$ cat config.mk
export PLATFORM = sky130hd
export DESIGN_NAME = pitch_sdram_arbiter
export DESIGN_NICKNAME = d
export VERILOG_FILES = /design/src/rtl/pitch_sdram_arbiter.sv
export SDC_FILE = /design/constraint.sdc
export NUM_CORES = 1
export LEC_CHECK = 0
export CORE_AREA = 3 3 142 102
export DETAILED_ROUTE_END_ITERATION = 10
export DIE_AREA = 0 0 145 105
export GPL_TIMING_DRIVEN = 0
export PLACE_DENSITY = 0.82
export SLEW_MARGIN = 30
export SYNTH_ARGS = -nofsm -noshare
export SYNTH_HDL_FRONTEND = slang
export SYNTH_SLANG_ARGS = --single-unit
$ cat constraint.sdc
create_clock -name i_clk -period 7.2 [get_ports i_clk]
set_input_delay 1.44 -clock i_clk [delete_from_list [all_inputs] [get_ports i_clk]]
set_output_delay 1.44 -clock i_clk [all_outputs]
set_load 0.01 [all_outputs]
$ cat src/rtl/pitch_sdram_arbiter.sv
// Two-client round-robin arbiter onto a single Avalon-MM SDRAM master port.
// One single-word transaction in flight at a time; reads are bounded by TIMEOUT.
module pitch_sdram_arbiter #(
    parameter int TIMEOUT = 1023
) (
    input  logic        i_clk,
    input  logic        i_rst,
    input  logic        c0_read,
    input  logic        c0_write,
    input  logic [22:0] c0_addr,
    input  logic [31:0] c0_writedata,
    output logic [31:0] c0_readdata,
    output logic        c0_finished,
    input  logic        c1_read,
    input  logic        c1_write,
    input  logic [22:0] c1_addr,
    input  logic [31:0] c1_writedata,
    output logic [31:0] c1_readdata,
    output logic        c1_finished,
    output logic        o_timeout,
    output logic [22:0] avm_address,
    output logic        avm_read,
    output logic        avm_write,
    output logic [31:0] avm_writedata,
    input  logic [31:0] avm_readdata,
    input  logic        avm_waitrequest,
    input  logic        avm_readdatavalid
);

    localparam int CW = $clog2(TIMEOUT + 1);

    typedef enum logic [1:0] {IDLE, ISSUE, WAIT_DATA, DONE} state_t;

    state_t        state_q, state_d;
    logic          gnt_q, gnt_d;
    logic          ptr_q, ptr_d;
    logic          op_q, op_d;
    logic [22:0]   addr_q, addr_d;
    logic [31:0]   wdata_q, wdata_d;
    logic [CW-1:0] cnt_q, cnt_d;
    logic          to_q, to_d;
    logic [31:0]   rd0_q, rd0_d;
    logic [31:0]   rd1_q, rd1_d;

    logic          req0, req1, sel;
    logic [CW-1:0] cnt_inc;

    assign req0    = c0_read | c0_write;
    assign req1    = c1_read | c1_write;
    assign cnt_inc = cnt_q + CW'(1);

    always_ff @(posedge i_clk or posedge i_rst) begin
        if (i_rst) begin
            state_q <= IDLE;
            gnt_q   <= 1'b0;
            ptr_q   <= 1'b0;
            op_q    <= 1'b0;
            addr_q  <= '0;
            wdata_q <= '0;
            cnt_q   <= '0;
            to_q    <= 1'b0;
            rd0_q   <= '0;
            rd1_q   <= '0;
        end else begin
            state_q <= state_d;
            gnt_q   <= gnt_d;
            ptr_q   <= ptr_d;
            op_q    <= op_d;
            addr_q  <= addr_d;
            wdata_q <= wdata_d;
            cnt_q   <= cnt_d;
            to_q    <= to_d;
            rd0_q   <= rd0_d;
            rd1_q   <= rd1_d;
        end
    end

    always_comb begin
        state_d = state_q;
        gnt_d   = gnt_q;
        ptr_d   = ptr_q;
        op_d    = op_q;
        addr_d  = addr_q;
        wdata_d = wdata_q;
        cnt_d   = cnt_q;
        to_d    = 1'b0;
        rd0_d   = rd0_q;
        rd1_d   = rd1_q;
        sel     = 1'b0;
        case (state_q)
            IDLE: begin
                if (req0 | req1) begin
                    // ptr_q names the client that lost (or was not granted) last time
                    sel     = (req0 & req1) ? ptr_q : req1;
                    gnt_d   = sel;
                    ptr_d   = ~sel;
                    op_d    = sel ? c1_write : c0_write;
                    addr_d  = sel ? c1_addr : c0_addr;
                    wdata_d = sel ? c1_writedata : c0_writedata;
                    cnt_d   = '0;
                    state_d = ISSUE;
                end
            end
            ISSUE: begin
                if (!avm_waitrequest)
                    state_d = op_q ? DONE : WAIT_DATA;
            end
            WAIT_DATA: begin
                if (avm_readdatavalid) begin
                    if (gnt_q) rd1_d = avm_readdata;
                    else       rd0_d = avm_readdata;
                    state_d = DONE;
                end else if (cnt_inc == CW'(TIMEOUT)) begin
                    if (gnt_q) rd1_d = '0;
                    else       rd0_d = '0;
                    to_d    = 1'b1;
                    state_d = DONE;
                end else begin
                    cnt_d = cnt_inc;
                end
            end
            DONE:    state_d = IDLE;
            default: state_d = IDLE;
        endcase
    end

    assign avm_read      = (state_q == ISSUE) & ~op_q;
    assign avm_write     = (state_q == ISSUE) &  op_q;
    assign avm_address   = addr_q;
    assign avm_writedata = wdata_q;
    assign c0_finished   = (state_q == DONE) & ~gnt_q;
    assign c1_finished   = (state_q == DONE) &  gnt_q;
    assign o_timeout     = to_q;
    assign c0_readdata   = rd0_q;
    assign c1_readdata   = rd1_q;

endmodule

==> flow_summary.toml, run 1 <==
[cts]
cts_sinks = 135
postCtsHoldBufs = 0
postCtsSetupBuffers = 0
htree_levels = 4
ctsRootBufferMaster = "clkbuf_16"
cts_tree = "done"
clock_latency_ns = 0.42
clk_pin_slew_ns = 0.06
cts_resized = 0
cts.path.max_buffers = 2
cts_made_buffers = 17

[floorplanning]
rows = 35
die_area_um2 = 15230
start_util = 0.4493
fp.dieH_um = 105
fp.dieW_um = 145
core_area_um2 = 13180
boundaryPins = 274

[global_route]
grt_start_max_net_pins = 72
gr-max-usage-layer = "met2"
grt_pass1_vias = 5589
overflow = 0
grt_usage = 0.2532
grt.met1_usage = 0.3182
met3_usage = 0.09233
grt_pass1_wl_um = 30660
grt.met2_usage = 0.4153
antenna_found_initial = 0

[placed_design]
globalplace.congestion = 0.9093
postPlaceCellArea_um2 = 8911
dpl_worst_slack_ns = 3.452
place_inst = 923
dp_hpwl_um = 14540
numPortBuffers = 272

[hold_path]
holdPathEnd = "c1_readdata[15]"
hold_path_class = "flop to flop"
min_path_cells = 1
min_from = "c1_readdata[15]"

[power_and_ir_drop]
p_int_mw = 2.570
switchingPower_mw = 1.368
switching_share = 0.3473
power_mw = 3.937
seq_power_share = 0.330
combPwrFrac = 0.467
vdd_drop_max_v = 0.0002127
power.density_nw_per_um2 = 416.5
power_frac_clock = 0.203
p_leak_nw = 3.946

[synthesis]
synth_top_family_by_area = "compound AO/OA/AOI/OAI gates"
synth_ff_type = "dfrtp_1"
synth-edff-count = 0
mappedNetlistArea_um2 = 5922
ys_warn_count = 0
synth_most_common_cell = "dfrtp_1"
synth-simple-area-share = 0.05007
syn_nets = 621
synth_fa_ha_area_frac = 0.01268
synth_common_cells = "dfrtp_1 (135), a22o_1 (111), a32o_1 (65)"
synth_cells = 465
ys_seq_area_frac = 0.5705
yosys-top-cells-area = "dfrtp_1 (57%), a22o_1 (16%), a32o_1 (11%)"
synth_top_area_share = 0.5705
synth_xor_area_frac = 0.002958
ys_types = 43
synth_compound_area_frac = 0.3087
yosysTopAreaCell = "dfrtp_1"
avgSynthCellArea_um2 = 12.74
postSynth.asyncResetShare = 1.000
synthMuxAreaShare = 0.01078
synth-seq-cells = 135

[cells_and_area]
synthToLayoutAreaGrowth_pct = 59.62
seq_area_um2 = 3378
nFillCells = 886
postLayoutCellArea_um2 = 9453
diodes = 0
multi_input_area_um2 = 2281
final_core_util = 0.7171
drive_gt1_frac = 0.06364
nets = 913
finalNonFillerCells = 955

[detailed_routing]
drt_first_pass_iters = 4
route.vias.total = 5524
drt-initial-drc-count = 354
drc = 0
ant_nets = 0
post_drt_wl_per_cell_um = 20.64
vias_per_cell = 5.784
wl_um = 19710

[timing]
skew_ns = 0.008342
hold_violations = 0
fin_tns_setup_ns = 0
fin_crit_sh = 0.4556
fin_ws_ns = 3.920
tightest_slew_ns = 0.7461
rsz0062_at_grt = "false"
drv_slew = 0
fmax_mhz = 304.9
finalSetupViolCount = 0
period_needed_ns = 3.280
whs_ns = 0.4899
relSlewSlack = 0.5008

[worst_setup_path]
worst-path-buf-inv = 3
critPathMaxFanout = 10
critical_path_class = "input pin to flop"
r2r-end = "c0_readdata[12]"
cp_top_family = "buffers and inverters"
cp-end-kind = "flop"
crit_slowest_cell = "clkdlybuf4s50_1"
r2r_cells = 8
worstPathCellList = "clkdlybuf4s50_1 -> nor4_1 -> nand2b_1 -> clkbuf_1 -> clkbuf_1 -> a22o_1"
critical_path.max_stage_delay_ns = 0.44
r2r_start = "cnt_q[1]"
worst-endpoint-required_ns = 7.56
arrival_ns = 3.64
critPathLaunchType = "input pin"
crit_path_frequent_cell = "clkbuf_1"
rrSetupSlack_ns = 4.43

[job]
cap_violations = 0

[run_status]
outcome = "completed"
-- logic make-up after synthesis --
family / after synthesis
AO/OA/AOI/OAI: 204
XOR/XNOR: 2
adder cells (fa/ha/maj): 6
buffers and inverters: 57
flip-flops: 135
multiplexers: 6
AND/OR/NAND/NOR: 55
-- placed cells by master (no fill, tap or decap), types with 4 or more instances in the layout --
cell	n
o31ai_1	4
nand3_1	8
clkbuf_16	17
inv_1	6
buf_6	6
a22o_1	111
nand2_1	10
ha_1	6
clkinvlp_4	6
clkdlybuf4s50_1	272
a32o_1	65
dfrtp_1	135
clkbuf_1	41
nor2_1	17
o21ai_0	8
-- registers in the layout, indices dropped and copies added, names as in the netlist --
| name | flops |
|---|---|
| state_q | 2 |
| cnt_q | 10 |
| avm_writedata | 32 |
| op_q | 1 |
| avm_address | 23 |
| o_timeout | 1 |
| c1_readdata | 32 |
| ptr_q | 1 |
| gnt_q | 1 |
| c0_readdata | 32 |
-- layer usage --
layer	part of all wire	up-vias	routed length [µm]
met5	0	-	0
met4	0.016	0	308
met3	0.091	26	1789
met2	0.49	269	9689
met1	0.40	2774	7924
li1	-	2455	-
-- area by class of cell --
type | count | share of cell area
buffer | 50 | 0.02502
clock buffer | 19 | 0.04686
clock inverter | 13 | 0.01046
inverter | 7 | 0.003574
multi-input combinational | 273 | 0.2413
sequential | 135 | 0.3574
tap | 185 | 0.02449
timing repair buffer | 273 | 0.2909
-- worst max path at each step --
stage	start	end	slack, ns	depth (start not counted)
after floorplan	i_rst	avm_address[0]	2.15	1
after global placement	i_rst	c0_readdata[2]	0.51	2
after detailed placement	c0_write	avm_writedata[18]	3.45	7
after CTS	state_q[1]	avm_write	3.90	4
after global routing	c1_write	avm_writedata[8]	3.74	6
final	c1_write	avm_writedata[11]	3.92	6
-- power by group through the flow --
stage | Combinational [mW] | Sequential [mW] | Clock, mW
floorplan | 0.764 | 1.41 | 0
global route | 1.96 | 1.33 | 0.849
finish | 1.84 | 1.30 | 0.799
detailed placement | 1.84 | 1.29 | 0
CTS | 1.85 | 1.29 | 0.808
global placement | 1.79 | 1.28 | 0
Note: power is estimated with default switching activity, not from simulation.
==> run 2, diff against run 1 <==
- CORE_AREA: 3 3 142 102 -> 3 3 154 111
- DIE_AREA: 0 0 145 105 -> 0 0 157 114
- PLACE_DENSITY: 0.82 -> 0.74
- clock period: 7.2 -> 3 ns (I/O delays scaled with it)
==> flow_summary.toml, run 2 (synthesized netlist as in run 1, its figures left out) <==
[placed_design]
numPortBuffers = 272
dp_hpwl_um = 15500
globalplace.congestion = 0.8636

[detailed_routing]
post_drt_wl_per_cell_um = 21.02
drc = 0
drt_first_pass_iters = 4
wl_um = 20430
drt-initial-drc-count = 332
ant_nets = 0
route.vias.total = 5452
vias_per_cell = 5.609

[cts]
cts_sinks = 135
ctsRootBufferMaster = "clkbuf_16"
postCtsSetupBuffers = 0
clock_latency_ns = 0.41
clk_pin_slew_ns = 0.06
cts_tree = "done"
htree_levels = 4
cts_resized = 0
cts_made_buffers = 17
cts.path.max_buffers = 2
postCtsHoldBufs = 0

[worst_setup_path]
critPathLaunchType = "flop"
critPathMaxFanout = 10
worst-path-buf-inv = 1
worst-endpoint-required_ns = 3.28
critical_path_class = "flop to flop"
crit_slowest_cell = "dfrtp_1"
critical_path.max_stage_delay_ns = 0.44
cp-end-kind = "flop"
arrival_ns = 2.99
cp_top_family = "simple AND/OR/NAND/NOR gates"
worstPathCellList = "ha_1 -> nand3_1 -> or3_4 -> a2111oi_4 -> a21oi_2 -> nand2b_4 -> buf_6 -> a32o_1"

[global_route]
overflow = 0
grt_pass1_wl_um = 31060
grt_pass1_vias = 5689
grt_usage = 0.2222
antenna_found_initial = 0
grt_start_max_net_pins = 31

[run_status]
outcome = "completed"

[timing]
relSlewSlack = 0.4735
skew_ns = 0.01987
finalSetupViolCount = 0
tightest_slew_ns = 0.7868
fin_crit_sh = 0.9047
rsz0062_at_grt = "false"
fmax_mhz = 368.5
period_needed_ns = 2.714
fin_tns_setup_ns = 0
drv_slew = 0
hold_violations = 0

[cells_and_area]
diodes = 0
nets = 917
multi_input_area_um2 = 2281
synthToLayoutAreaGrowth_pct = 61.67
drive_gt1_frac = 0.06736
nFillCells = 1243
seq_area_um2 = 3378
layout_common_cells = "clkdlybuf4s50_1 (272), dfrtp_1 (135), a22o_1 (111)"
final_common_cell = "clkdlybuf4s50_1"

[power_and_ir_drop]
p_leak_nw = 4.007
power.density_nw_per_um2 = 996.7
power_mw = 9.543
vdd_drop_max_v = 0.0004501

[floorplanning]
rows = 38
fp.dieH_um = 114
start_util = 0.3809
boundaryPins = 274
fp.dieW_um = 157
die_area_um2 = 17900
core_area_um2 = 15550

[job]
cap_violations = 0

[hold_path]
hold_path_class = "flop to flop"
==> run 2: stage by stage <==
step | hold WS (ns) | util | setup WS [ns] | instances | cell area (µm²)
final | 0.4878 | 0.6158 | 0.2860 | 972 | 9574
after global routing | 0.5047 | 0.6158 | 0.1266 | 972 | 9574
after CTS | 0.4944 | 0.6158 | 0.3159 | 972 | 9574
after detailed placement | 0.4813 | 0.5798 | 0.03147 | 942 | 9014
after global placement | 0.4729 | 0.5723 | -0.4217 | 937 | 8899
after floorplan | 0.4887 | - | 0.6570 | 465 | 5926
==> run 2: cell type report <==
cell class | count | share of cell area
repair buffers | 277 | 0.2964
plain buffers | 50 | 0.02470
inverters | 7 | 0.003136
flip-flops and latches | 135 | 0.3528
well taps | 200 | 0.02614
clock inverters | 13 | 0.01411
clock buffers | 17 | 0.04443
multi-input cells | 273 | 0.2382
==> run 2: per-layer routing <==
| metal | wire length [µm] | GRT usage |
|---|---|---|
| met5 | 0 | 0 |
| met4 | 172 | 0.04548 |
| met3 | 2141 | 0.09784 |
| met2 | 9662 | 0.3529 |
| met1 | 8454 | 0.2841 |
==> run 2: final timing paths <==
kind                                start               to  slack, ns  depth (start not counted)
setup / recovery                 cnt_q[1]  c1_readdata[20]       0.29                          8
hold / removal             c0_readdata[5]   c0_readdata[5]       0.49                          1
setup reg to reg                 cnt_q[1]  c1_readdata[20]       0.29                          8
hold reg to reg            c0_readdata[5]   c0_readdata[5]       0.49                          1
max in group asynchronous           i_rst  avm_address[13]       1.86                          4
min in group asynchronous           i_rst  c1_readdata[15]       0.54                          2
==> run 2: report_power, final <==
part / total [mW] / switching, mW / internal (mW)
combinational: 4.44 / 1.96 / 2.48
clock: 1.98 / 0.775 / 1.21
sequential: 3.12 / 0.507 / 2.61
